**src/rtl/baccarat_pkg.sv**
```systemverilog
// -----------------------------------------------------------------------------
// baccarat_pkg
// Shared definitions for the baccarat deal scheduler:
//   state_t         - scheduler state encoding (also exported on state_dbg)
//   SCORE_NATURAL   - two-card score that ends the round immediately
//   PLAYER_DRAW_MAX - highest score at which the player (or a banker facing a
//                     standing player) draws a third card
//   LD_*            - bit positions of the load strobes in the strobe vector
//   card_value()    - maps a card rank 1-13 to its baccarat value 0-9
// -----------------------------------------------------------------------------
package baccarat_pkg;

  typedef enum logic [3:0] {
    DEAL_P1  = 4'd0,
    DEAL_D1  = 4'd1,
    DEAL_P2  = 4'd2,
    DEAL_D2  = 4'd3,
    SETTLE2  = 4'd4,
    DECIDE_P = 4'd5,
    DEAL_P3  = 4'd6,
    SETTLE3  = 4'd7,
    DECIDE_D = 4'd8,
    DEAL_D3  = 4'd9,
    SETTLE4  = 4'd10,
    DONE     = 4'd11
  } state_t;

  localparam logic [3:0] SCORE_NATURAL   = 4'd8;
  localparam logic [3:0] PLAYER_DRAW_MAX = 4'd5;

  localparam int LD_P1 = 0;
  localparam int LD_P2 = 1;
  localparam int LD_P3 = 2;
  localparam int LD_D1 = 3;
  localparam int LD_D2 = 4;
  localparam int LD_D3 = 5;

  // Ten and face cards count as zero.
  function automatic logic [3:0] card_value(input logic [3:0] rank);
    return (rank >= 4'd10) ? 4'd0 : rank;
  endfunction

endpackage

```
**src/rtl/bac_banker_rule.sv**
```systemverilog
// -----------------------------------------------------------------------------
// bac_banker_rule
// Combinational banker third-card decision.
// Ports:
//   dscore       in  4  banker two-card score 0-9
//   v            in  4  value 0-9 of the player's third card
//   player_stood in  1  player kept two cards (v is then irrelevant)
//   draw         out 1  banker takes a third card
// -----------------------------------------------------------------------------
module bac_banker_rule
  import baccarat_pkg::*;
(
  input  logic [3:0] dscore,
  input  logic [3:0] v,
  input  logic       player_stood,
  output logic       draw
);

  always_comb begin
    draw = 1'b0;
    if (player_stood) begin
      draw = (dscore <= PLAYER_DRAW_MAX);
    end else begin
      case (dscore)
        4'd0, 4'd1, 4'd2: draw = 1'b1;
        4'd3:             draw = (v != 4'd8);
        4'd4:             draw = (v >= 4'd2) && (v <= 4'd7);
        4'd5:             draw = (v >= 4'd4) && (v <= 4'd7);
        4'd6:             draw = (v >= 4'd6) && (v <= 4'd7);
        default:          draw = 1'b0;
      endcase
    end
  end

endmodule

```
**src/rtl/baccarat_sched.sv**
```systemverilog
// -----------------------------------------------------------------------------
// baccarat_sched
// Step-driven scheduler for one baccarat round: deals two cards each to player
// and dealer, applies the natural / player / banker third-card rules and
// reports the winner.
// Parameter:
//   STEP_ACTIVE_LOW  1: step asserted when low (push-button), 0: when high
// Ports:
//   slow_clock   in  1  sole clock
//   reset        in  1  synchronous active-high reset
//   step         in  1  raw button level, one deal step per press
//   pscore       in  4  player hand score 0-9
//   dscore       in  4  dealer hand score 0-9
//   pcard3       in  4  player third-card rank 1-13
//   load_pcard1/2/3, load_dcard1/2/3  out 1  one-cycle card load strobes
//   player_win, dealer_win            out 1  result, both high on a tie
//   round_done   out 1  high while in DONE
//   state_dbg    out 4  current state encoding
// Build option:
//   BACCARAT_AUTO_STEP_EN  when defined, DEAL states advance every cycle and
//                          step is ignored.
// -----------------------------------------------------------------------------
module baccarat_sched
  import baccarat_pkg::*;
#(
  parameter bit STEP_ACTIVE_LOW = 1'b1
) (
  input  logic       slow_clock,
  input  logic       reset,
  input  logic       step,
  input  logic [3:0] pscore,
  input  logic [3:0] dscore,
  input  logic [3:0] pcard3,
  output logic       load_pcard1,
  output logic       load_pcard2,
  output logic       load_pcard3,
  output logic       load_dcard1,
  output logic       load_dcard2,
  output logic       load_dcard3,
  output logic       player_win,
  output logic       dealer_win,
  output logic       round_done,
  output logic [3:0] state_dbg
);

`ifdef BACCARAT_AUTO_STEP_EN
  localparam bit AUTO_STEP = 1'b1;
`else
  localparam bit AUTO_STEP = 1'b0;
`endif

  state_t     state_q, state_d;
  logic [5:0] strobe_q, strobe_d;
  logic       player_win_q, player_win_d;
  logic       dealer_win_q, dealer_win_d;
  logic       stood_q, stood_d;
  logic       step_prev_q, step_prev_d;

  logic       step_act;
  logic       press;
  logic [3:0] v;
  logic       banker_draw;

  assign step_act = STEP_ACTIVE_LOW ? ~step : step;
  // Rising edge of the asserted level; a held button counts once.
  assign press    = AUTO_STEP | (step_act & ~step_prev_q);
  assign v        = card_value(pcard3);

  bac_banker_rule u_banker (
    .dscore       (dscore),
    .v            (v),
    .player_stood (stood_q),
    .draw         (banker_draw)
  );

  always_comb begin
    state_d      = state_q;
    strobe_d     = '0;
    stood_d      = stood_q;
    player_win_d = player_win_q;
    dealer_win_d = dealer_win_q;
    step_prev_d  = step_act;

    case (state_q)
      DEAL_P1: if (press) begin strobe_d[LD_P1] = 1'b1; state_d = DEAL_D1; end
      DEAL_D1: if (press) begin strobe_d[LD_D1] = 1'b1; state_d = DEAL_P2; end
      DEAL_P2: if (press) begin strobe_d[LD_P2] = 1'b1; state_d = DEAL_D2; end
      DEAL_D2: if (press) begin strobe_d[LD_D2] = 1'b1; state_d = SETTLE2; end
      SETTLE2: begin
        if ((pscore >= SCORE_NATURAL) || (dscore >= SCORE_NATURAL)) state_d = DONE;
        else                                                        state_d = DECIDE_P;
      end
      DECIDE_P: begin
        if (pscore <= PLAYER_DRAW_MAX) begin
          state_d = DEAL_P3;
        end else begin
          stood_d = 1'b1;
          state_d = DECIDE_D;
        end
      end
      DEAL_P3: if (press) begin strobe_d[LD_P3] = 1'b1; state_d = SETTLE3; end
      SETTLE3:  state_d = DECIDE_D;
      DECIDE_D: state_d = banker_draw ? DEAL_D3 : DONE;
      DEAL_D3: if (press) begin strobe_d[LD_D3] = 1'b1; state_d = SETTLE4; end
      SETTLE4:  state_d = DONE;
      DONE:     state_d = DONE;
      default:  state_d = DEAL_P1;
    endcase

    // Results are latched once, on the edge that enters DONE, then held.
    if ((state_d == DONE) && (state_q != DONE)) begin
      player_win_d = (pscore >= dscore);
      dealer_win_d = (dscore >= pscore);
    end
  end

  always_ff @(posedge slow_clock) begin
    if (reset) begin
      state_q      <= DEAL_P1;
      strobe_q     <= '0;
      stood_q      <= 1'b0;
      player_win_q <= 1'b0;
      dealer_win_q <= 1'b0;
      // Seed history with the live level so a held button is not a press.
      step_prev_q  <= step_act;
    end else begin
      state_q      <= state_d;
      strobe_q     <= strobe_d;
      stood_q      <= stood_d;
      player_win_q <= player_win_d;
      dealer_win_q <= dealer_win_d;
      step_prev_q  <= step_prev_d;
    end
  end

  assign load_pcard1 = strobe_q[LD_P1];
  assign load_pcard2 = strobe_q[LD_P2];
  assign load_pcard3 = strobe_q[LD_P3];
  assign load_dcard1 = strobe_q[LD_D1];
  assign load_dcard2 = strobe_q[LD_D2];
  assign load_dcard3 = strobe_q[LD_D3];
  assign player_win  = player_win_q;
  assign dealer_win  = dealer_win_q;
  assign round_done  = (state_q == DONE);
  assign state_dbg   = state_q;

endmodule

```
**config.mk**
```make
export PLATFORM = sky130hd
export DESIGN_NAME = baccarat_sched
export DESIGN_NICKNAME = d
export VERILOG_FILES = /design/src/rtl/baccarat_pkg.sv /design/src/rtl/bac_banker_rule.sv /design/src/rtl/baccarat_sched.sv
export SDC_FILE = /design/constraint.sdc
export NUM_CORES = 1
export LEC_CHECK = 0
export ABC_CLOCK_PERIOD_IN_PS = 2990
export BUFFER_PORTS_ARGS = -buffer_cell sky130_fd_sc_hd__buf_2
export CAP_MARGIN = 10
export CORE_MARGIN = 2
export CORE_UTILIZATION = 25
export DETAILED_ROUTE_END_ITERATION = 10
export SETUP_SLACK_MARGIN = 0.4
export SYNTH_ARGS = -nofsm -noshare
export SYNTH_HDL_FRONTEND = slang
export SYNTH_SLANG_ARGS = --single-unit
```
**constraint.sdc**
```tcl
create_clock -name slow_clock -period 2.99 [get_ports slow_clock]
set_clock_uncertainty 0.05 [all_clocks]
set_input_delay 0.598 -clock slow_clock [delete_from_list [all_inputs] [get_ports slow_clock]]
set_output_delay 0.598 -clock slow_clock [all_outputs]
set_load 0.02 [all_outputs]
```
After elaboration in Yosys (flattened, before gate mapping)
Cells that the tools add are included.
Storage, ports and cells
  bits in registers: 14
  latch bits: 0
  RAM bits: 0
  ROM bits: 0
  input bits: 15
  output and inout bits: 13
  logic and storage cells: 82
  memories: 0
Cells by class
  $add $sub $neg: 0
  multiply operators: 0
  div/mod/pow operators: 0
  magnitude comparators: 11
  equality and inequality tests: 20
  shifts and indexed selects: 0
  mux-type cells: 14
  bitwise gates (word level): 10
  reductions and logical operators: 16
Operators by type and width (number)
  4-bit one-hot mux with 11 select lines: 1
  4-bit two-way mux: 9
  4-bit by 3-bit equality test with 1-bit output, second input constant: 7
  4-bit equality test, second input constant: 5
  4-bit by 2-bit equality test with 1-bit output, second input constant: 4
  2-bit OR reduction: 7
  4-bit greater-or-equal comparator, second input constant: 3
  4-bit by 3-bit less-or-equal comparator with 1-bit output, second input constant: 3
  1-bit inverter: 9
  4-bit by 1-bit equality test with 1-bit output, second input constant: 2
  4-bit by 3-bit greater-or-equal comparator with 1-bit output, second input constant: 2
  4-bit greater-or-equal comparator: 2
  4-bit zero test: 2
  4-bit != test, second input constant: 2
  1-bit one-hot mux with 5 select lines: 1
  4-bit by 2-bit greater-or-equal comparator with 1-bit output, second input constant: 1
  1-bit logical AND: 4
  3-bit OR reduction: 1
  1-bit two-way mux: 2
  2-bit two-way mux: 1
  2-bit AND reduction: 1
  1-bit bitwise AND: 1
  1-bit logical OR: 1

Longest topological paths before layout
  depth after elaboration: 10
  gate-level depth with buffers: 7
  gate-level depth less buffers: 7

Cells and area by module
Synthesis repeated with hierarchy kept, for this count alone.
Unflattened totals
  cells, all modules: 107
  area, all modules: 889.6 um2
By module, submodules not included
  baccarat_sched: times used 1, cells an instance 99, area each 829.5 um2, seq. area each 280.3 um2
  bac_banker_rule: times used 1, cells an instance 8, area each 60.1 um2, seq. area each 0.0 um2

Worst setup path after synthesis
Ideal clock, no wire load.
  path type: input -> register
  start point: input pscore[3]
  end point: register dealer_win_q, in the netlist dealer_win
  data arrival time: 1.841 ns
  slack: 1.004 ns
  cell stages on the path: 4
  buffers on the path: 0
  cells stage by stage: or4_1 -> and3_1 -> or3_4 -> a221oi_1
Between the ends
  longest elaborated chain between the ends: 6
  elaborated cells between the ends (all ways): 9
Ends and longest elaborated chain
  from (decl): RTL line baccarat_sched.sv:31  | input logic [3:0] pscore,
  4-bit greater-or-equal comparator: RTL line baccarat_sched.sv:90  | if ((pscore >= SCORE_NATURAL) || (dscore >= SCORE_NATURAL)) state_d = DONE;
  1-bit logical OR: RTL line baccarat_sched.sv:90
  4-bit two-way mux: RTL line baccarat_sched.sv:90
  4-bit one-hot mux with 11 select lines: RTL line baccarat_sched.sv:84  | case (state_q)
  4-bit equality test: RTL line baccarat_sched.sv:111  | if ((state_d == DONE) && (state_q != DONE)) begin
  1-bit logical AND: RTL line baccarat_sched.sv:111
  to (signal assigned): RTL line baccarat_sched.sv:131  | dealer_win_q <= dealer_win_d;
  to (decl): RTL line baccarat_sched.sv:55  | logic dealer_win_q, dealer_win_d;
Several ways; a longest one is shown, not always the timed one.
A chain may end at the register's enable or synchronous reset.

Worst setup path after layout
  start point: register state_q[3], in the netlist state_dbg[3]
  end point: output round_done
Between the ends
  longest elaborated chain between the ends: 1
Ends and longest elaborated chain
  from (decl): RTL line baccarat_sched.sv:52  | state_t state_q, state_d;
  from (signal assigned): RTL line baccarat_sched.sv:127  | state_q <= state_d;
  4-bit equality test: RTL line baccarat_sched.sv:144  | assign round_done = (state_q == DONE);
  to (decl): RTL line baccarat_sched.sv:42  | output logic round_done,
No other way between the ends.

==> impl_results.html <==
<table>
<tr><th>Metric</th><th>Value</th></tr>
<tr><th colspan="2">Worst setup path</th></tr>
<tr><td>Critical setup path kind</td><td>reg2out</td></tr>
<tr><td>Reg2reg setup slack</td><td>1.04 ns</td></tr>
<tr><td>Largest delay contributor family on the critical path</td><td>flip-flops</td></tr>
<tr><td>Data required time at the worst endpoint</td><td>~2.3 ns</td></tr>
<tr><td>Cell with the largest stage delay on the worst path</td><td>sky130_fd_sc_hd__dfxtp_1</td></tr>
<tr><td>Worst stage delay on the critical path</td><td>0.53 ns</td></tr>
<tr><td>CP Launch Type</td><td>register</td></tr>
<tr><td>CP Buf/Inv Count</td><td>1</td></tr>
<tr><td>Highest fanout seen on the critical path</td><td>11</td></tr>
<tr><td>CP cell instances</td><td>nand2b_1 &gt; nor2_1 &gt; buf_2</td></tr>
<tr><td>Kind of end point of the critical path</td><td>primary output</td></tr>
<tr><td>Data arrival at the endpoint of the critical path</td><td>1.33 ns</td></tr>
<tr><th colspan="2">Placement</th></tr>
<tr><td>Gpl congestion</td><td>0.879</td></tr>
<tr><td>Port Buffer Count</td><td>27</td></tr>
<tr><td>HPWL Detailed</td><td>1.44 mm</td></tr>
<tr><td>Post-place setup slack</td><td>0.802 ns</td></tr>
<tr><th colspan="2">Final layout</th></tr>
<tr><td>Core utilization of the finished layout</td><td>~33%</td></tr>
<tr><td>Area delta synth-&gt;final</td><td>25.3%</td></tr>
<tr><td>Fraction of final layout cells with drive strength greater than 1</td><td>approximately a quarter</td></tr>
<tr><td>Most frequent cells in the layout</td><td>sky130_fd_sc_hd__buf_2 (27), sky130_fd_sc_hd__dfxtp_1 (14), sky130_fd_sc_hd__nor2_1 (11), sky130_fd_sc_hd__inv_1 (9), sky130_fd_sc_hd__nor3_1 (9)</td></tr>
<tr><td>Leading cell type in the layout, fill and taps excluded</td><td>sky130_fd_sc_hd__buf_2</td></tr>
<tr><td>Net count, final</td><td>146</td></tr>
<tr><td>Number of diodes</td><td>0</td></tr>
<tr><th colspan="2">Power</th></tr>
<tr><td>Largest vdd supply drop</td><td>0.147 mV</td></tr>
<tr><td>Leakage dissipation</td><td>0.455 nW</td></tr>
<tr><td>Power per unit of standard cell area</td><td>449 mW/mm²</td></tr>
<tr><th colspan="2">GRT</th></tr>
<tr><td>GRT Total Usage</td><td>11.5%</td></tr>
<tr><td>Maximum number of pins on one net before global-route repair</td><td>14</td></tr>
<tr><td>Global-route wire length before repair</td><td>about 3.1 mm</td></tr>
<tr><td>Initial antenna violation count</td><td>0</td></tr>
<tr><td>Number of global-route vias before repair</td><td>728</td></tr>
<tr><td>Congestion Overflow GR</td><td>0</td></tr>
<tr><th colspan="2">Drt</th></tr>
<tr><td>Total vias in the final route</td><td>806</td></tr>
<tr><td>Count of unresolved DRC violations after routing</td><td>0</td></tr>
<tr><td>Final antenna-violating net count</td><td>0</td></tr>
<tr><td>Total length of routed wires</td><td>1.81 mm</td></tr>
<tr><td>DR iter-0 viols</td><td>28</td></tr>
<tr><td>Via density per instance</td><td>4.74</td></tr>
<tr><td>Detailed Routing Iterations Pass 1</td><td>4</td></tr>
<tr><td>Wirelength per Cell</td><td>~11 µm</td></tr>
<tr><th colspan="2">Clock network</th></tr>
<tr><td>Clk buf depth</td><td>2</td></tr>
<tr><td>CTS root buf</td><td>sky130_fd_sc_hd__clkbuf_4</td></tr>
<tr><td>Clock latency on the worst-skew pair</td><td>0.27 ns</td></tr>
<tr><td>Postcts setup bufs</td><td>0</td></tr>
<tr><td>Hold buffer count at CTS</td><td>0</td></tr>
<tr><td>Clock buffer count from CTS</td><td>3</td></tr>
<tr><td>Reg clk slew, reported paths</td><td>approximately 0.080 ns</td></tr>
<tr><td>Sink Count</td><td>14</td></tr>
<tr><td>Count of cells resized by post-cts repair</td><td>0</td></tr>
<tr><td>CTS tree</td><td>built</td></tr>
<tr><td>Htree depth</td><td>1</td></tr>
<tr><th colspan="2">Die</th></tr>
<tr><td>Starting density of the core</td><td>26.1%</td></tr>
<tr><td>Height of the die</td><td>60.2 µm</td></tr>
<tr><td>Die area</td><td>0.00363 mm²</td></tr>
<tr><td>Row count</td><td>20</td></tr>
<tr><td>Core outline area</td><td>0.00303 mm²</td></tr>
<tr><td>Die boundary width</td><td>60.2 µm</td></tr>
<tr><td>Top-Level Pins</td><td>28</td></tr>
<tr><th colspan="2">Status</th></tr>
<tr><td>Outcome</td><td>finished, final reports clean</td></tr>
<tr><th colspan="2">Timing</th></tr>
<tr><td>Post-route clock period utilization</td><td>66.3%</td></tr>
<tr><td>RSZ-0062 raised after global routing</td><td>false</td></tr>
<tr><td>Actual transition at the worst max-transition pin</td><td>0.380 ns</td></tr>
<tr><td>Final WS setup</td><td>1.01 ns</td></tr>
<tr><td>Max Freq</td><td>roughly 500 MHz</td></tr>
<tr><td>Count of final setup violators</td><td>0</td></tr>
<tr><td>Final Hold Viols</td><td>0</td></tr>
<tr><td>Final slew viol count</td><td>0</td></tr>
<tr><td>Tightest hold margin</td><td>roughly 0.42 ns</td></tr>
<tr><td>Worst slew margin relative to its limit</td><td>between 70% and 80%</td></tr>
<tr><td>Crit path time final</td><td>1.98 ns</td></tr>
<tr><td>TNS Setup</td><td>0 ns</td></tr>
<tr><th colspan="2">Synth</th></tr>
<tr><td>Synthesized area</td><td>between 700 and 800 µm²</td></tr>
<tr><td>Avg Inst Size Synth</td><td>roughly 8.0 µm²</td></tr>
<tr><td>Number of library cell types mapped by synthesis</td><td>34</td></tr>
<tr><td>Synthesis warning total</td><td>0</td></tr>
<tr><td>Number of cells produced by synthesis</td><td>between 90 and 100</td></tr>
<tr><td>Syn Nets</td><td>118</td></tr>
<tr><td>Number of flip-flops and latches in the synthesized netlist</td><td>14</td></tr>
<tr><td>Sequential fraction of the synthesis area</td><td>35.4%</td></tr>
<tr><th colspan="2">Hold path</th></tr>
<tr><td>Worst min-delay path class</td><td>reg2reg</td></tr>
<tr><th colspan="2">Flow run</th></tr>
<tr><td>MaxCap Viol Count</td><td>0</td></tr>
</table>
worst register-to-register path: cells and delay by family, from the launching register on:
family	cells	cell delay [ns]
AOI/OAI and AO/OA	1	0.26
DFF	1	0.43
and+or+nand+nor	3	1.13
cells in the mapped netlist:
cell type	count	share of area [%]
sky130_fd_sc_hd__nand3_1	1	0.63
sky130_fd_sc_hd__a21oi_1	7	4.4
sky130_fd_sc_hd__and4b_1	1	1.3
sky130_fd_sc_hd__nor3b_1	1	0.95
sky130_fd_sc_hd__or3_1	2	1.6
sky130_fd_sc_hd__ha_1	4	6.3
sky130_fd_sc_hd__o31ai_1	2	1.9
sky130_fd_sc_hd__o22ai_1	1	0.79
sky130_fd_sc_hd__buf_6	1	1.4
sky130_fd_sc_hd__nor2_1	11	5.2
sky130_fd_sc_hd__and3_1	1	0.79
sky130_fd_sc_hd__nand4_1	1	0.79
sky130_fd_sc_hd__o211a_1	1	1.3
sky130_fd_sc_hd__nand2b_1	3	2.4
sky130_fd_sc_hd__dfxtp_1	14	35
sky130_fd_sc_hd__o21ai_0	4	2.5
sky130_fd_sc_hd__a21o_1	1	0.95
sky130_fd_sc_hd__a22o_1	1	1.1
sky130_fd_sc_hd__o311ai_0	1	1.1
sky130_fd_sc_hd__nor4_1	1	0.79
sky130_fd_sc_hd__nor2b_1	2	1.6
sky130_fd_sc_hd__nor3_1	9	5.7
sky130_fd_sc_hd__a221oi_1	2	2.2
sky130_fd_sc_hd__or3_4	1	1.4
sky130_fd_sc_hd__and2_1	1	0.79
sky130_fd_sc_hd__or2b_1	1	0.95
sky130_fd_sc_hd__nor4b_1	1	1.1
sky130_fd_sc_hd__inv_1	9	4.3
sky130_fd_sc_hd__or4_1	1	0.95
sky130_fd_sc_hd__nand2_1	4	1.9
sky130_fd_sc_hd__o21a_1	3	2.8
sky130_fd_sc_hd__a31oi_1	2	1.6
sky130_fd_sc_hd__a211o_1	1	1.1
sky130_fd_sc_hd__buf_2	3	1.9
cell families (layout without fill, tap and decap cells):
kind of cell / Yosys count / count (layout) / share of synthesized area (%)
compound gates: 26 / 26 / 21.8
fa+ha+maj: 4 / 4 / 6.33
flops: 14 / 14 / 35.4
simple gates: 42 / 42 / 28.8
buf+inv: 13 / 40 / 7.59
worst paths after layout:
path | start | to | depth (start not counted)
hold reg to reg | dealer_win | dealer_win | 2
hold / removal | dealer_win | dealer_win | 2
setup / recovery | state_dbg[3] | round_done | 3
setup reg to reg | state_dbg[0] | player_win | 4
layout make-up:
cell class | count | area (µm²)
well taps | 44 | 55.1
flip-flops and latches | 14 | 280
clock buffers | 4 | 36.3
multi-input cells | 72 | 450
fillers | 340 | 2040
inverters | 9 | 33.8
repair buffers | 27 | 135
per-layer routing:
layer / up-vias / global-route usage, % / share of wire [%]
li1: 416 / - / -
met1: 368 / 15.2 / 48
met2: 20 / 17.7 / 46
met3: 2 / 1.30 / 5.0
met4: 0 / 6.67 / 0.94
met5: - / 0 / 0
metrics by stage:
stage	cells	cell area (µm²)	power (mW)
global route	170	991	0.474
global placement	166	955	0.314
floorplan	99	791	0.288
CTS	170	991	0.451
finish	170	991	0.445
detailed placement	166	955	0.316
report_power, final:
group | internal, mW | switching [mW] | leakage [nW]
Sequential | 0.194 | 0.0145 | 0.114
Combinational | 0.0482 | 0.0547 | 0.320
Clock | 0.0740 | 0.0597 | 0.0210
state kept, by name, indices dropped and copies added, names as in the netlist:
register / cells
step_prev_q: 1
stood_q: 1
player_win: 1
strobe_q: 6
dealer_win: 1
state_dbg: 4
Note: power is estimated with default switching activity, not from simulation.
